--- src/rtl/alu_rr_sched.sv ---
`default_nettype none
// ---------------------------------------------------------------------------
// alu_rr_sched : round-robin scheduler sharing one combinational ALU among
//                NREQ requesters, returning tagged results via valid/ready.
// Revision     : 1.0
// ---------------------------------------------------------------------------
module alu_rr_sched #(
  parameter int NREQ = 4,
  parameter int DW   = 4,
  parameter int IDW  = 2
) (
  input  logic               clk,
  input  logic               rst_n,
  input  logic [NREQ-1:0]    req_valid,
  output logic [NREQ-1:0]    req_ready,
  input  logic [NREQ*DW-1:0] req_a,
  input  logic [NREQ*DW-1:0] req_b,
  input  logic [NREQ*3-1:0]  req_op,
  output logic [DW-1:0]      alu_a,
  output logic [DW-1:0]      alu_b,
  output logic [2:0]         alu_op,
  input  logic [DW-1:0]      alu_result,
  output logic               rsp_valid,
  input  logic               rsp_ready,
  output logic [IDW-1:0]     rsp_id,
  output logic [DW-1:0]      rsp_data,
  output logic               rsp_zero,
  output logic               busy
);

  typedef enum logic [1:0] {
    IDLE = 2'd0,
    EXEC = 2'd1,
    RESP = 2'd2
  } state_t;

  state_t         state_q, state_d;
  logic [IDW-1:0] rr_ptr_q, rr_ptr_d;
  logic [DW-1:0]  alu_a_q, alu_a_d;
  logic [DW-1:0]  alu_b_q, alu_b_d;
  logic [2:0]     alu_op_q, alu_op_d;
  logic           rsp_valid_q, rsp_valid_d;
  logic [IDW-1:0] rsp_id_q, rsp_id_d;
  logic [DW-1:0]  rsp_data_q, rsp_data_d;
  logic           rsp_zero_q, rsp_zero_d;

  logic           found;
  logic [IDW-1:0] winner;
  logic [IDW:0]   scan_sum;
  logic [IDW-1:0] scan_idx;

  // Scan from rr_ptr upward with wrap at NREQ; first valid requester wins.
  always_comb begin
    found    = 1'b0;
    winner   = '0;
    scan_sum = '0;
    scan_idx = '0;
    for (int k = 0; k < NREQ; k++) begin
      scan_sum = {1'b0, rr_ptr_q} + (IDW+1)'(k);
      if (scan_sum >= (IDW+1)'(NREQ)) begin
        scan_sum = scan_sum - (IDW+1)'(NREQ);
      end
      scan_idx = scan_sum[IDW-1:0];
      if (!found && req_valid[scan_idx]) begin
        found  = 1'b1;
        winner = scan_idx;
      end
    end
  end

  always_comb begin
    state_d     = state_q;
    rr_ptr_d    = rr_ptr_q;
    alu_a_d     = alu_a_q;
    alu_b_d     = alu_b_q;
    alu_op_d    = alu_op_q;
    rsp_valid_d = rsp_valid_q;
    rsp_id_d    = rsp_id_q;
    rsp_data_d  = rsp_data_q;
    rsp_zero_d  = rsp_zero_q;
    req_ready   = '0;
    case (state_q)
      IDLE: begin
        // ready is held low while reset is asserted
        if (found && rst_n) begin
          req_ready[winner] = 1'b1;
          alu_a_d  = req_a[int'(winner)*DW +: DW];
          alu_b_d  = req_b[int'(winner)*DW +: DW];
          alu_op_d = req_op[int'(winner)*3 +: 3];
          rsp_id_d = winner;
          rr_ptr_d = (winner == IDW'(NREQ-1)) ? '0 : winner + IDW'(1);
          state_d  = EXEC;
        end
      end
      EXEC: begin
        rsp_data_d  = alu_result;
        rsp_zero_d  = (alu_result == '0);
        rsp_valid_d = 1'b1;
        state_d     = RESP;
      end
      RESP: begin
        if (rsp_ready) begin
          rsp_valid_d = 1'b0;
          state_d     = IDLE;
        end
      end
      default: state_d = IDLE;
    endcase
  end

  always_ff @(posedge clk or negedge rst_n) begin
    if (!rst_n) begin
      state_q     <= IDLE;
      rr_ptr_q    <= '0;
      alu_a_q     <= '0;
      alu_b_q     <= '0;
      alu_op_q    <= '0;
      rsp_valid_q <= 1'b0;
      rsp_id_q    <= '0;
      rsp_data_q  <= '0;
      rsp_zero_q  <= 1'b0;
    end else begin
      state_q     <= state_d;
      rr_ptr_q    <= rr_ptr_d;
      alu_a_q     <= alu_a_d;
      alu_b_q     <= alu_b_d;
      alu_op_q    <= alu_op_d;
      rsp_valid_q <= rsp_valid_d;
      rsp_id_q    <= rsp_id_d;
      rsp_data_q  <= rsp_data_d;
      rsp_zero_q  <= rsp_zero_d;
    end
  end

  assign alu_a     = alu_a_q;
  assign alu_b     = alu_b_q;
  assign alu_op    = alu_op_q;
  assign rsp_valid = rsp_valid_q;
  assign rsp_id    = rsp_id_q;
  assign rsp_data  = rsp_data_q;
  assign rsp_zero  = rsp_zero_q;
  assign busy      = (state_q != IDLE);

endmodule
`default_nettype wire

--- config.mk ---
export PLATFORM = sky130hd
export DESIGN_NAME = alu_rr_sched
export DESIGN_NICKNAME = d
export VERILOG_FILES = /design/src/rtl/alu_rr_sched.sv
export SDC_FILE = /design/constraint.sdc
export NUM_CORES = 1
export LEC_CHECK = 0
export ABC_AREA = 1
export CORE_MARGIN = 2
export CORE_UTILIZATION = 40
export DETAILED_ROUTE_END_ITERATION = 6
export GPL_TIMING_DRIVEN = 0
export PLACE_DENSITY = 0.77
export SYNTH_ARGS = -nofsm -noshare
export SYNTH_HDL_FRONTEND = slang
export SYNTH_SLANG_ARGS = --single-unit
--- constraint.sdc ---
create_clock -name clk -period 2.55 [get_ports clk]
set_input_delay 0.3825 -clock clk [delete_from_list [all_inputs] [get_ports clk]]
set_output_delay 0.3825 -clock clk [all_outputs]
set_load 0.01 [all_outputs]
* Yosys cells after proc, flatten, opt, wreduce, memory -nomap -nowiden
Index checks and enable logic that the tools add are counted.
W data, S select, Z words.
** Cells by class
- Magnitude comparators :: 10
- Shifts and indexed selects :: 3
- Muxes and demuxes :: 30
- $add $sub $neg :: 8
- Eq/ne operators :: 5
- Multiply operators :: 1
- Reductions and logical operators :: 15
** Operators with widths (count)
- $shiftx A16 B5 Y4 :: 2
- $mux W2 :: 11
- $lt A2 B3 Y1 const B :: 5
- $shiftx A12 B5 Y3 :: 1
- $mux W1 :: 10
- $ge A3 B3 Y1 const B :: 3
- $bmux W1 S2 :: 4
- $mux W4 :: 2
- $sub A2 B1 Y2 const B :: 4
- $add A2 B2 Y3 const B :: 2
- $pmux W2 S3 :: 1
- $reduce_and A2 Y1 :: 3
- $logic_and A1 B1 Y1 :: 5
- $eq A2 B2 Y1 const B :: 2
- $logic_not A4 Y1 :: 1
- $mul A2 B2 Y4 const B :: 1
- $ne A2 B2 Y1 const B :: 2
- $reduce_bool A2 Y1 :: 2
- $add A2 B1 Y3 const B :: 1
- $ge A2 B3 Y1 const B :: 1
- $logic_not A1 Y1 :: 3
- $add A2 B1 Y2 const B :: 1
- $demux W1 S2 :: 1
- $eq A2 B1 Y1 const B :: 1
- 3 further kinds :: 3
** Storage, ports and cells
- Word-level logic and storage cells :: 81
- Register bits after elaboration :: 23
- Output and inout port bits :: 24
- Input bits :: 55

* Logic depth before layout (Yosys ltp)
Gate-level depths: netlist of run 1.
- Word-level depth :: 20
- Mapped depth :: 16
- Gate-level depth less buffers :: 14

* Worst setup path before layout of run 1
No wires, ideal clock.
- Kind :: reg-to-output
- Start point :: register rr_ptr_q[0]
- End point :: output req_ready[3]
- Data arrival time :: 1652 ps
- Slack :: 515 ps
- Stages on the path, launching flop included :: 13
- Path buffers :: 2
- Data required time :: 2168 ps
- Path through :: dfrtp_1 > buf_4 > nand2_1 > nand3_1 > nand2_2 > inv_2 > nand3_1 > nand3_4 > buf_4 > inv_1 > ha_1 > inv_1 > nor2_1
** On the way
- Longest elaborated chain between the ends :: 20
- Elaborated cells on any way between the ends :: 45
- Those cells by class :: add/sub (7); order compare (6); mux (24); reduce/logical (8)
** Ends and longest elaborated chain
- from (decl) :: RTL line 38 : logic [IDW-1:0] rr_ptr_q, rr_ptr_d;
- from (signal assigned) :: RTL line 124 : rr_ptr_q <= rr_ptr_d;
- parallel branches: the longest is 18 deep, another holds $add A2 B1 Y3
- $mux W4 (*) :: RTL line 85 : if (found && rst_n) begin
- $mux W4 (*) :: RTL line 82 : case (state_q)
- to (decl) :: RTL line 15 : output logic [NREQ-1:0] req_ready,
Every way passes the cells marked *. The select of a mux whose other input is x is not followed.

* Worst setup path in the final report of run 1
Ends and elaborated chain as after synthesis.

==> impl_metrics.py, run 1 <==
metrics = {
    "finish": {
        "final_nets": 428,
        "multiInputGateArea_sq_um": 978,
        "stdcell_area_sq_um": 2860,
        "antennaDiodeCount": 0,
        "utilization": 0.667,
        "n_fill_cell": 407,
        "final_common_cell": "nand2_1",
        "stdcell_count": 423,
        "layout.area.seq_sq_um": 577,
        "drive_above_1_share": 0.221,
        "final_cell_mix": "89 x nand2_1, 69 x clkdlybuf4s50_1, 44 x inv_1, 44 x nand3_1, 22 x dfrtp_1",
        "area_delta_synth_final_pct": 62.3,
    },
    "yosys": {
        "async_reset_ff_frac": 1.00,
        "syn_area_per_cell_sq_um": 6.42,
        "ys_types": 25,
        "synth_cells": 275,
        "yosysTopAreaCellShare": 0.326,
        "synth_edf_count": 0,
        "ys_seq_elements": 23,
        "synth_largest_area_cell": "dfrtp_1",
        "netlist_area_sq_um": 1760,
        "syn_nets": 331,
        "synth.area.top_cells": "dfrtp_1 33%, nand2_1 21%, nand3_1 14%",
        "yosysWarnings": 0,
        "yosysSeqAreaShare": 0.326,
        "synth-main-ff-cell": "dfrtp_1",
    },
    "die": {
        "die_y_microns": 70.4,
        "io_pins": 79,
        "rows": 24,
        "die_w_microns": 70.4,
        "die_area_sq_um": 4960,
        "core-area_sq_um": 4290,
        "initial_core_util": 0.411,
    },
    "min_path": {
        "hold_class": "in -> async",
    },
    "global_routing": {
        "grt_pass1_wl_mm": 7.65,
        "grt_usage": 0.187,
        "antenna_found_initial": 0,
        "grt_pass1_vias": 1803,
        "grt_max_degree": 25,
        "grt_overflow": 0,
    },
    "critical_path": {
        "arrival_ns": 2.07,
        "worstPathCellList": "inv_2 > buf_6 > nand2_2 > nand3_2 > nand2_4 > inv_2 > nand2_2 > nand2_2 > nand3_4 > buf_8 > inv_4 > ha_2 > inv_1 > nor2_2 > buf_2",
        "cp.required_ns": 2.17,
        "cp_slowest_cell": "dfrtp_1",
        "start_kind": "register",
        "critPathMostFrequentCell": "nand2_2",
        "critPathKind": "reg -> out",
        "critical_path.endpoint_type": "primary output",
        "crit_fanout": 5,
        "critical_path_buf_inv_count": 7,
        "max_stage_delay_ns": 0.41,
        "critPathTopFamily": "buffers and inverters",
    },
    "placement": {
        "dp_cells": 405,
        "place_worst_setup_slack_ns": -0.758,
        "dp_hpwl_mm": 3.46,
        "port_buffers": 78,
        "gp_congestion": 0.836,
        "place_area_sq_um": 2610,
    },
    "sta": {
        "setup_viol": 0,
        "period_share": 0.961,
        "slew_viol_final": 0,
        "max_freq_mhz": 408,
        "hold_slack_ns": 0.219,
        "worst_slew_pin_slew_ns": 0.635,
        "period_needed_ns": 2.45,
        "hold_violations": 0,
        "slew-limit-headroom": 0.577,
        "fin_setup_tns_ns": 0,
        "clock_skew_ns": 0.00372,
        "fin_ws_ns": 0.0985,
    },
    "detailed_routing": {
        "drc_errors": 0,
        "drt-initial-drc-count": 91,
        "wl_per_cell_microns": 11.6,
        "detail_route.wirelength_mm": 4.91,
        "ant_nets": 0,
        "routed_via_density": 4.63,
        "dr.pass1.iters": 6,
        "vias": 1958,
    },
    "outcome": {
        "status": "finished, final reports clean",
    },
    "power_and_ir_drop": {
        "finalPower_mw": 4.02,
        "power-per-cell-area_nw_per_um2": 1400,
        "power.leakage_nw": 1.52,
        "max-vdd-ir-drop_mv": 0.864,
    },
    "clock_network": {
        "clockBufferDepth": 2,
        "clk_pin_slew_ns": 0.09,
        "numCtsBuffers": 3,
        "clock_sinks": 23,
        "h-tree-depth": 1,
        "cts-root-buf": "clkbuf_8",
        "clock_latency_ns": 0.27,
        "cts_tree": "yes",
    },
    "run": {
        "maxCapViolCount": 0,
    },
}
-- path summary, 6_finish.rpt --
check	cells after the start	slack, ns	from	end
max in group asynchronous	1	1.89	rst_n	rr_ptr_q[1]$_DFFE_PN0P_
worst min-delay path	1	0.22	rst_n	state_q[1]$_DFFE_PN0P_
worst max register to register	14	0.59	rr_ptr_q[0]$_DFFE_PN0P_	alu_b[3]$_DFFE_PN0P_
worst max-delay path	15	0.1	rr_ptr_q[0]$_DFFE_PN0P_	req_ready[3]
worst min register to register	2	0.48	rsp_data[3]$_DFFE_PN0P_	rsp_data[3]$_DFFE_PN0P_
min in group clk	2	0.48	rsp_data[3]$_DFFE_PN0P_	rsp_data[3]$_DFFE_PN0P_
-- cell families after synthesis --
group,Yosys count,synth area share
simple gates,180,0.476
buf+inv,64,0.164
flops,23,0.326
compound gates,7,0.0270
fa+ha+maj,1,0.00709
-- synth_stat cells, types with 2 or more instances --
cell,number
buf_4,6
buf_6,3
dfrtp_1,23
inv_1,49
inv_2,4
nand2_1,99
nand2_2,7
nand3_1,49
nand3_4,2
nor2_1,8
nor2_4,3
o21ai_0,2
or2_0,5
or2_2,4
-- sequential cells by signal (all words and copies together) (netlist names) --
register / flops
alu_b: 4
rr_ptr_q: 2
rsp_id: 2
alu_a: 4
rsp_data: 4
rsp_zero: 1
alu_op: 3
rsp_valid: 1
state_q: 2
-- power breakdown --
| group | internal, mW | switching, mW |
|---|---|---|
| Sequential | 0.549 | 0.107 |
| Combinational | 1.47 | 1.67 |
| Clock | 0.109 | 0.124 |
-- per-layer routing --
metal,global-route usage,routed length (microns)
met1,0.233,2140
met2,0.336,2460
met3,0.0418,284
met4,0.0235,23
met5,0,0
-- cell type report --
cell class / instances / share of cell area
buffer: 10 / 0.0371
inverter: 54 / 0.0734
sequential: 23 / 0.201
tap: 52 / 0.0227
timing repair buffer: 92 / 0.308
multi-input combinational: 188 / 0.342
clock inverter: 1 / 0.00175
clock buffer: 3 / 0.0144
-- what timing repair did --
item | 4_1_cts | 5_1_grt
pin swaps | 3 | 13
setup endpoints to repair | 4 | 4
gates resized for setup | 22 | 37
setup buffers | 4 | 9
cloned | 0 | 1
hold buffers | 0 | 0
No activity file was read; power rests on OpenSTA's default activity.
==> run 2, diff against run 1 <==
--- a/config.mk
+++ b/config.mk
@@ -11,6 +11,7 @@
 export DETAILED_ROUTE_END_ITERATION = 6
 export GPL_TIMING_DRIVEN = 0
 export PLACE_DENSITY = 0.77
+export SKIP_CTS_REPAIR_TIMING = 1
 export SYNTH_ARGS = -nofsm -noshare
 export SYNTH_HDL_FRONTEND = slang
 export SYNTH_SLANG_ARGS = --single-unit
==> run 2 against run 1 <==
  * Sequential power hardly changed
  * Core utilization is 0.32 points lower
  * Critical path depth is 1 lower
  * Cell count is 0.24% lower
  * Routed wire length is 1.4% lower
  * Sequential cell count stayed put
  * Global-route usage is 0.33 points lower
  * Die area stayed put
  * Via count is 2.0% lower
  * Maximum frequency is 0.47% higher
  * Combinational power hardly changed
  * Clock-buffer cell count stayed put
==> impl_metrics.py, run 2 (synthesized netlist as in run 1, its figures left out) <==
metrics = {
    "outcome": {
        "status": "finished, final reports clean",
    },
    "die": {
        "core-area_sq_um": 4290,
        "die_y_microns": 70.4,
        "io_pins": 79,
        "rows": 24,
        "die_w_microns": 70.4,
        "initial_core_util": 0.411,
        "die_area_sq_um": 4960,
    },
    "critical_path": {
        "start_kind": "register",
        "crit_fanout": 6,
        "cp.required_ns": 2.17,
        "reg2reg_depth": 13,
        "critical_path.endpoint_type": "primary output",
        "critPathKind": "reg -> out",
        "arrival_ns": 2.06,
    },
    "sta": {
        "max_freq_mhz": 410,
        "setup_viol": 0,
        "slew_viol_final": 0,
        "slew-limit-headroom": 0.583,
        "hold_violations": 0,
        "period_needed_ns": 2.44,
        "worst_slew_pin_slew_ns": 0.626,
        "grt_setup_unrepaired": "yes",
        "clock_skew_ns": 0.00280,
        "hold_slack_ns": 0.118,
        "fin_setup_tns_ns": 0,
        "period_share": 0.957,
    },
    "finish": {
        "n_fill_cell": 414,
        "final_cell_mix": "89 x nand2_1, 69 x clkdlybuf4s50_1, 44 x inv_1, 44 x nand3_1, 22 x dfrtp_1",
        "stdcell_area_sq_um": 2850,
        "area_delta_synth_final_pct": 61.6,
        "final_nets": 427,
        "antennaDiodeCount": 0,
        "stdcell_count": 422,
        "final_common_cell": "nand2_1",
        "drive_above_1_share": 0.219,
    },
    "clock_network": {
        "clock_sinks": 23,
        "clk_pin_slew_ns": 0.09,
        "numCtsBuffers": 3,
        "h-tree-depth": 1,
        "cts-root-buf": "clkbuf_8",
        "clock_latency_ns": 0.26,
        "cts_tree": "yes",
        "clockBufferDepth": 2,
    },
    "global_routing": {
        "grt_max_degree": 25,
        "grt_pass1_wl_mm": 7.51,
        "grt_overflow": 0,
        "grt_usage": 0.183,
        "antenna_found_initial": 0,
        "grt_pass1_vias": 1760,
    },
    "power_and_ir_drop": {
        "max-vdd-ir-drop_mv": 0.800,
        "power-per-cell-area_nw_per_um2": 1410,
        "power.leakage_nw": 1.51,
    },
    "detailed_routing": {
        "ant_nets": 0,
        "wl_per_cell_microns": 11.5,
        "detail_route.wirelength_mm": 4.84,
        "dr.pass1.iters": 4,
        "drt-initial-drc-count": 67,
        "vias": 1918,
        "drc_errors": 0,
        "routed_via_density": 4.55,
    },
    "placement": {
        "port_buffers": 78,
        "dp_hpwl_mm": 3.46,
        "place_area_sq_um": 2610,
        "dp_cells": 405,
        "gp_congestion": 0.836,
    },
    "run": {
        "maxCapViolCount": 0,
    },
    "min_path": {
        "hold_class": "in -> async",
    },
}
==> run 2: final cells by class <==
| cell class | count | area, sq um | area share |
|---|---|---|---|
| repair buffers | 91 | 867 | 0.304 |
| inverters | 54 | 210 | 0.0737 |
| clock inverters | 1 | 5.00 | 0.00176 |
| flip-flops and latches | 23 | 577 | 0.202 |
| well taps | 52 | 65.1 | 0.0228 |
| plain buffers | 10 | 106 | 0.0373 |
| clock buffers | 3 | 41.3 | 0.0145 |
| multi-input cells | 188 | 978 | 0.343 |
==> run 2: worst max-delay path, cell delays in order, from the launching register on <==
cell and delay, ns:
dfrtp_2 0.46, inv_2 0.14, nand2_1 0.08, nand2_2 0.10, nand2_2 0.06, nand2_2 0.09
nor2_4 0.06, nand3_4 0.11, nand2_2 0.06, inv_2 0.11, nand2_8 0.07, inv_4 0.08
nand2_1 0.08, nor2_2 0.14, buf_2 0.15
==> run 2: stage by stage <==
step / total power [mW] / utilization / setup WS (ns)
2_1_floorplan: 2.43 / - / 0.515
3_3_place_gp: 3.23 / 0.608 / -0.681
3_5_place_dp: 3.27 / 0.608 / -0.758
4_1_cts: 3.52 / 0.619 / -0.762
5_1_grt: 4.39 / 0.664 / -0.0285
6_report: 4.02 / 0.664 / 0.110
==> run 2: routing by layer <==
metal	wire length, microns	track usage	vias up	part of all wire
li1	-	-	1017	-
met1	2110	0.230	851	0.44
met2	2470	0.334	48	0.51
met3	251	0.0375	2	0.052
met4	8	0.0171	0	0.0017
met5	0	0	-	0
==> run 2: worst paths after layout <==
check	from	endpoint	slack (ns)
min reg2reg	rsp_data[3]$_DFFE_PN0P_	rsp_data[3]$_DFFE_PN0P_	0.48
max in group asynchronous	rst_n	rr_ptr_q[1]$_DFFE_PN0P_	1.99
max reg2reg	rr_ptr_q[1]$_DFFE_PN0P_	alu_a[1]$_DFFE_PN0P_	0.58
min in group clk	rsp_data[3]$_DFFE_PN0P_	rsp_data[3]$_DFFE_PN0P_	0.48
max	rr_ptr_q[1]$_DFFE_PN0P_	req_ready[0]	0.11
min	rst_n	state_q[1]$_DFFE_PN0P_	0.12
==> run 2: power breakdown <==
| group | internal (mW) | switching (mW) |
|---|---|---|
| registers | 0.550 | 0.105 |
| clock network | 0.109 | 0.123 |
| logic | 1.47 | 1.66 |
| total | 2.13 | 1.89 |
==> run 3, diff against run 2 <==
--- a/config.mk
+++ b/config.mk
@@ -9,7 +9,6 @@
 export CORE_MARGIN = 2
 export CORE_UTILIZATION = 40
 export DETAILED_ROUTE_END_ITERATION = 6
-export GPL_TIMING_DRIVEN = 0
 export PLACE_DENSITY = 0.77
 export SKIP_CTS_REPAIR_TIMING = 1
 export SYNTH_ARGS = -nofsm -noshare
==> run 3 against run 2 <==
  * Cell count decreased by 0.24%
  * First-iteration DRC count shrank 3.0%
  * Via count rose by 1.5%
  * Register-to-register slack got worse by 0.10 ns
  * Clock-buffer cell count unchanged
  * Maximum frequency up 1.5%
  * Critical path depth is 2 lower
  * Global-route usage decreased by 1.2 points
  * Sequential share of layout area increased by 0.84 points
  * Clock skew decreased by 0.0011 ns
  * Setup slack improved by 0.036 ns
  * Sequential cell count stayed put
  * Critical path type unchanged
  * Critical endpoint is now req_ready[3]
==> impl_metrics.py, run 3 (synthesized netlist as in run 1, its figures left out) <==
metrics = {
    "die": {
        "die_area_sq_um": 4960,
        "die_y_microns": 70.4,
        "die_w_microns": 70.4,
        "initial_core_util": 0.411,
        "rows": 24,
        "io_pins": 79,
        "core-area_sq_um": 4290,
    },
    "critical_path": {
        "critical_path.endpoint_type": "primary output",
        "critical_path_buf_inv_count": 4,
        "cp_slowest_cell": "dfrtp_1",
        "critPathKind": "reg -> out",
        "start_kind": "register",
        "cp.required_ns": 2.17,
        "max_stage_delay_ns": 0.43,
        "critPathTopFamily": "simple AND/OR/NAND/NOR gates",
        "reg2reg_to": "alu_op[0]$_DFFE_PN0P_",
        "worstPathCellList": "inv_1 > nand2_1 > nand2_2 > nor2_2 > nor2_1 > nand3_4 > nand3_4 > inv_1 > ha_1 > inv_1 > nor2_1 > clkbuf_2",
        "timing.rr.start": "rr_ptr_q[1]$_DFFE_PN0P_",
        "crit_fanout": 6,
        "worst-r2r-setup-slack_ns": 0.48,
        "critPathMostFrequentCell": "inv_1",
        "arrival_ns": 2.02,
        "reg2reg_depth": 13,
    },
    "detailed_routing": {
        "drc_errors": 0,
        "vias": 1947,
        "dr.pass1.iters": 4,
        "ant_nets": 0,
        "wl_per_cell_microns": 10.4,
        "drt-initial-drc-count": 65,
        "detail_route.wirelength_mm": 4.38,
        "routed_via_density": 4.62,
    },
    "finish": {
        "final_cell_mix": "98 x nand2_1, 74 x clkdlybuf4s50_1, 49 x inv_1, 48 x nand3_1",
        "area_delta_synth_final_pct": 55.1,
        "antennaDiodeCount": 0,
        "final_common_cell": "nand2_1",
        "drive_above_1_share": 0.152,
        "final_nets": 426,
        "stdcell_area_sq_um": 2740,
    },
    "clock_network": {
        "h-tree-depth": 1,
        "cts-root-buf": "clkbuf_8",
        "numCtsBuffers": 3,
        "clockBufferDepth": 2,
        "clock_sinks": 23,
        "clock_latency_ns": 0.26,
        "cts_tree": "yes",
        "clk_pin_slew_ns": 0.08,
    },
    "min_path": {
        "worstHoldStart": "rsp_data[0]$_DFFE_PN0P_",
        "hold_class": "reg -> reg",
        "hold_end": "rsp_data[0]$_DFFE_PN0P_",
        "worstHoldPathCells": 2,
    },
    "sta": {
        "period_share": 0.943,
        "worst_slew_pin_slew_ns": 0.418,
        "fin_setup_tns_ns": 0,
        "clock_skew_ns": 0.00173,
        "max_freq_mhz": 416,
        "grt_setup_unrepaired": "no",
        "period_needed_ns": 2.40,
        "hold_violations": 0,
        "setup_viol": 0,
        "slew-limit-headroom": 0.720,
        "hold_slack_ns": 0.476,
        "slew_viol_final": 0,
    },
    "global_routing": {
        "grt_usage": 0.171,
        "grt_overflow": 0,
        "grt_max_degree": 24,
        "grt_pass1_wl_mm": 7.10,
        "antenna_found_initial": 0,
        "grt_pass1_vias": 1732,
    },
    "power_and_ir_drop": {
        "max-vdd-ir-drop_mv": 0.640,
        "power-per-cell-area_nw_per_um2": 1310,
        "power.leakage_nw": 1.48,
    },
    "placement": {
        "port_buffers": 78,
        "place_area_sq_um": 2690,
        "gp_congestion": 0.801,
        "dp_hpwl_mm": 3.49,
    },
    "outcome": {
        "status": "finished, final reports clean",
    },
    "run": {
        "maxCapViolCount": 0,
    },
}
[run 3: metrics by stage]
| step | std cells | setup WS, ns | util | power [mW] |
|---|---|---|---|---|
| floorplan | 275 | 0.515 | - | 2.43 |
| global placement | 417 | -0.221 | 0.627 | 3.33 |
| detailed placement | 417 | -0.273 | 0.627 | 3.38 |
| CTS | 421 | -0.312 | 0.638 | 3.62 |
| global route | 421 | 0.00706 | 0.637 | 3.93 |
| finish | 421 | 0.146 | 0.637 | 3.58 |
[run 3: power breakdown]
part	switching [mW]	leakage, nW	internal (mW)
sequential	0.117	0.282	0.550
clock	0.117	0.0255	0.109
combinational	1.46	1.17	1.23
[run 3: worst max-delay path by stage]
| stage | slack (ns) | startpoint | cells after the start | endpoint |
|---|---|---|---|---|
| 2_1_floorplan | 0.52 | rr_ptr_q[0]$_DFFE_PN0P_ | 12 | req_ready[3] |
| 3_3_place_gp | -0.22 | req_valid[1] | 13 | req_ready[2] |
| 3_5_place_dp | -0.27 | req_valid[1] | 13 | req_ready[2] |
| 4_1_cts | -0.31 | rr_ptr_q[0]$_DFFE_PN0P_ | 12 | req_ready[2] |
| 5_1_grt | 0.007 | req_valid[3] | 15 | req_ready[3] |
| 6_report | 0.15 | rr_ptr_q[1]$_DFFE_PN0P_ | 12 | req_ready[3] |
[run 3: layer usage]
metal	wire length [microns]	global-route usage
met4	0	0.0192
met3	276	0.0260
met5	0	0
met1	1880	0.214
met2	2220	0.319
[run 3: area by class of cell]
class,count,area [sq um]
Multi-Input combinational cell,188,907
Timing Repair Buffer,100,933
Tap cell,52,65.1
Clock buffer,3,41.3
Clock inverter,1,5.00
Sequential cell,23,577
Inverter,54,208
Fill cell,419,1560
[run 3: worst min-delay path, stage by stage, from the launching register on]
cell     delay, ns
dfrtp_1       0.35
nand2_1       0.05
nand2_1       0.05
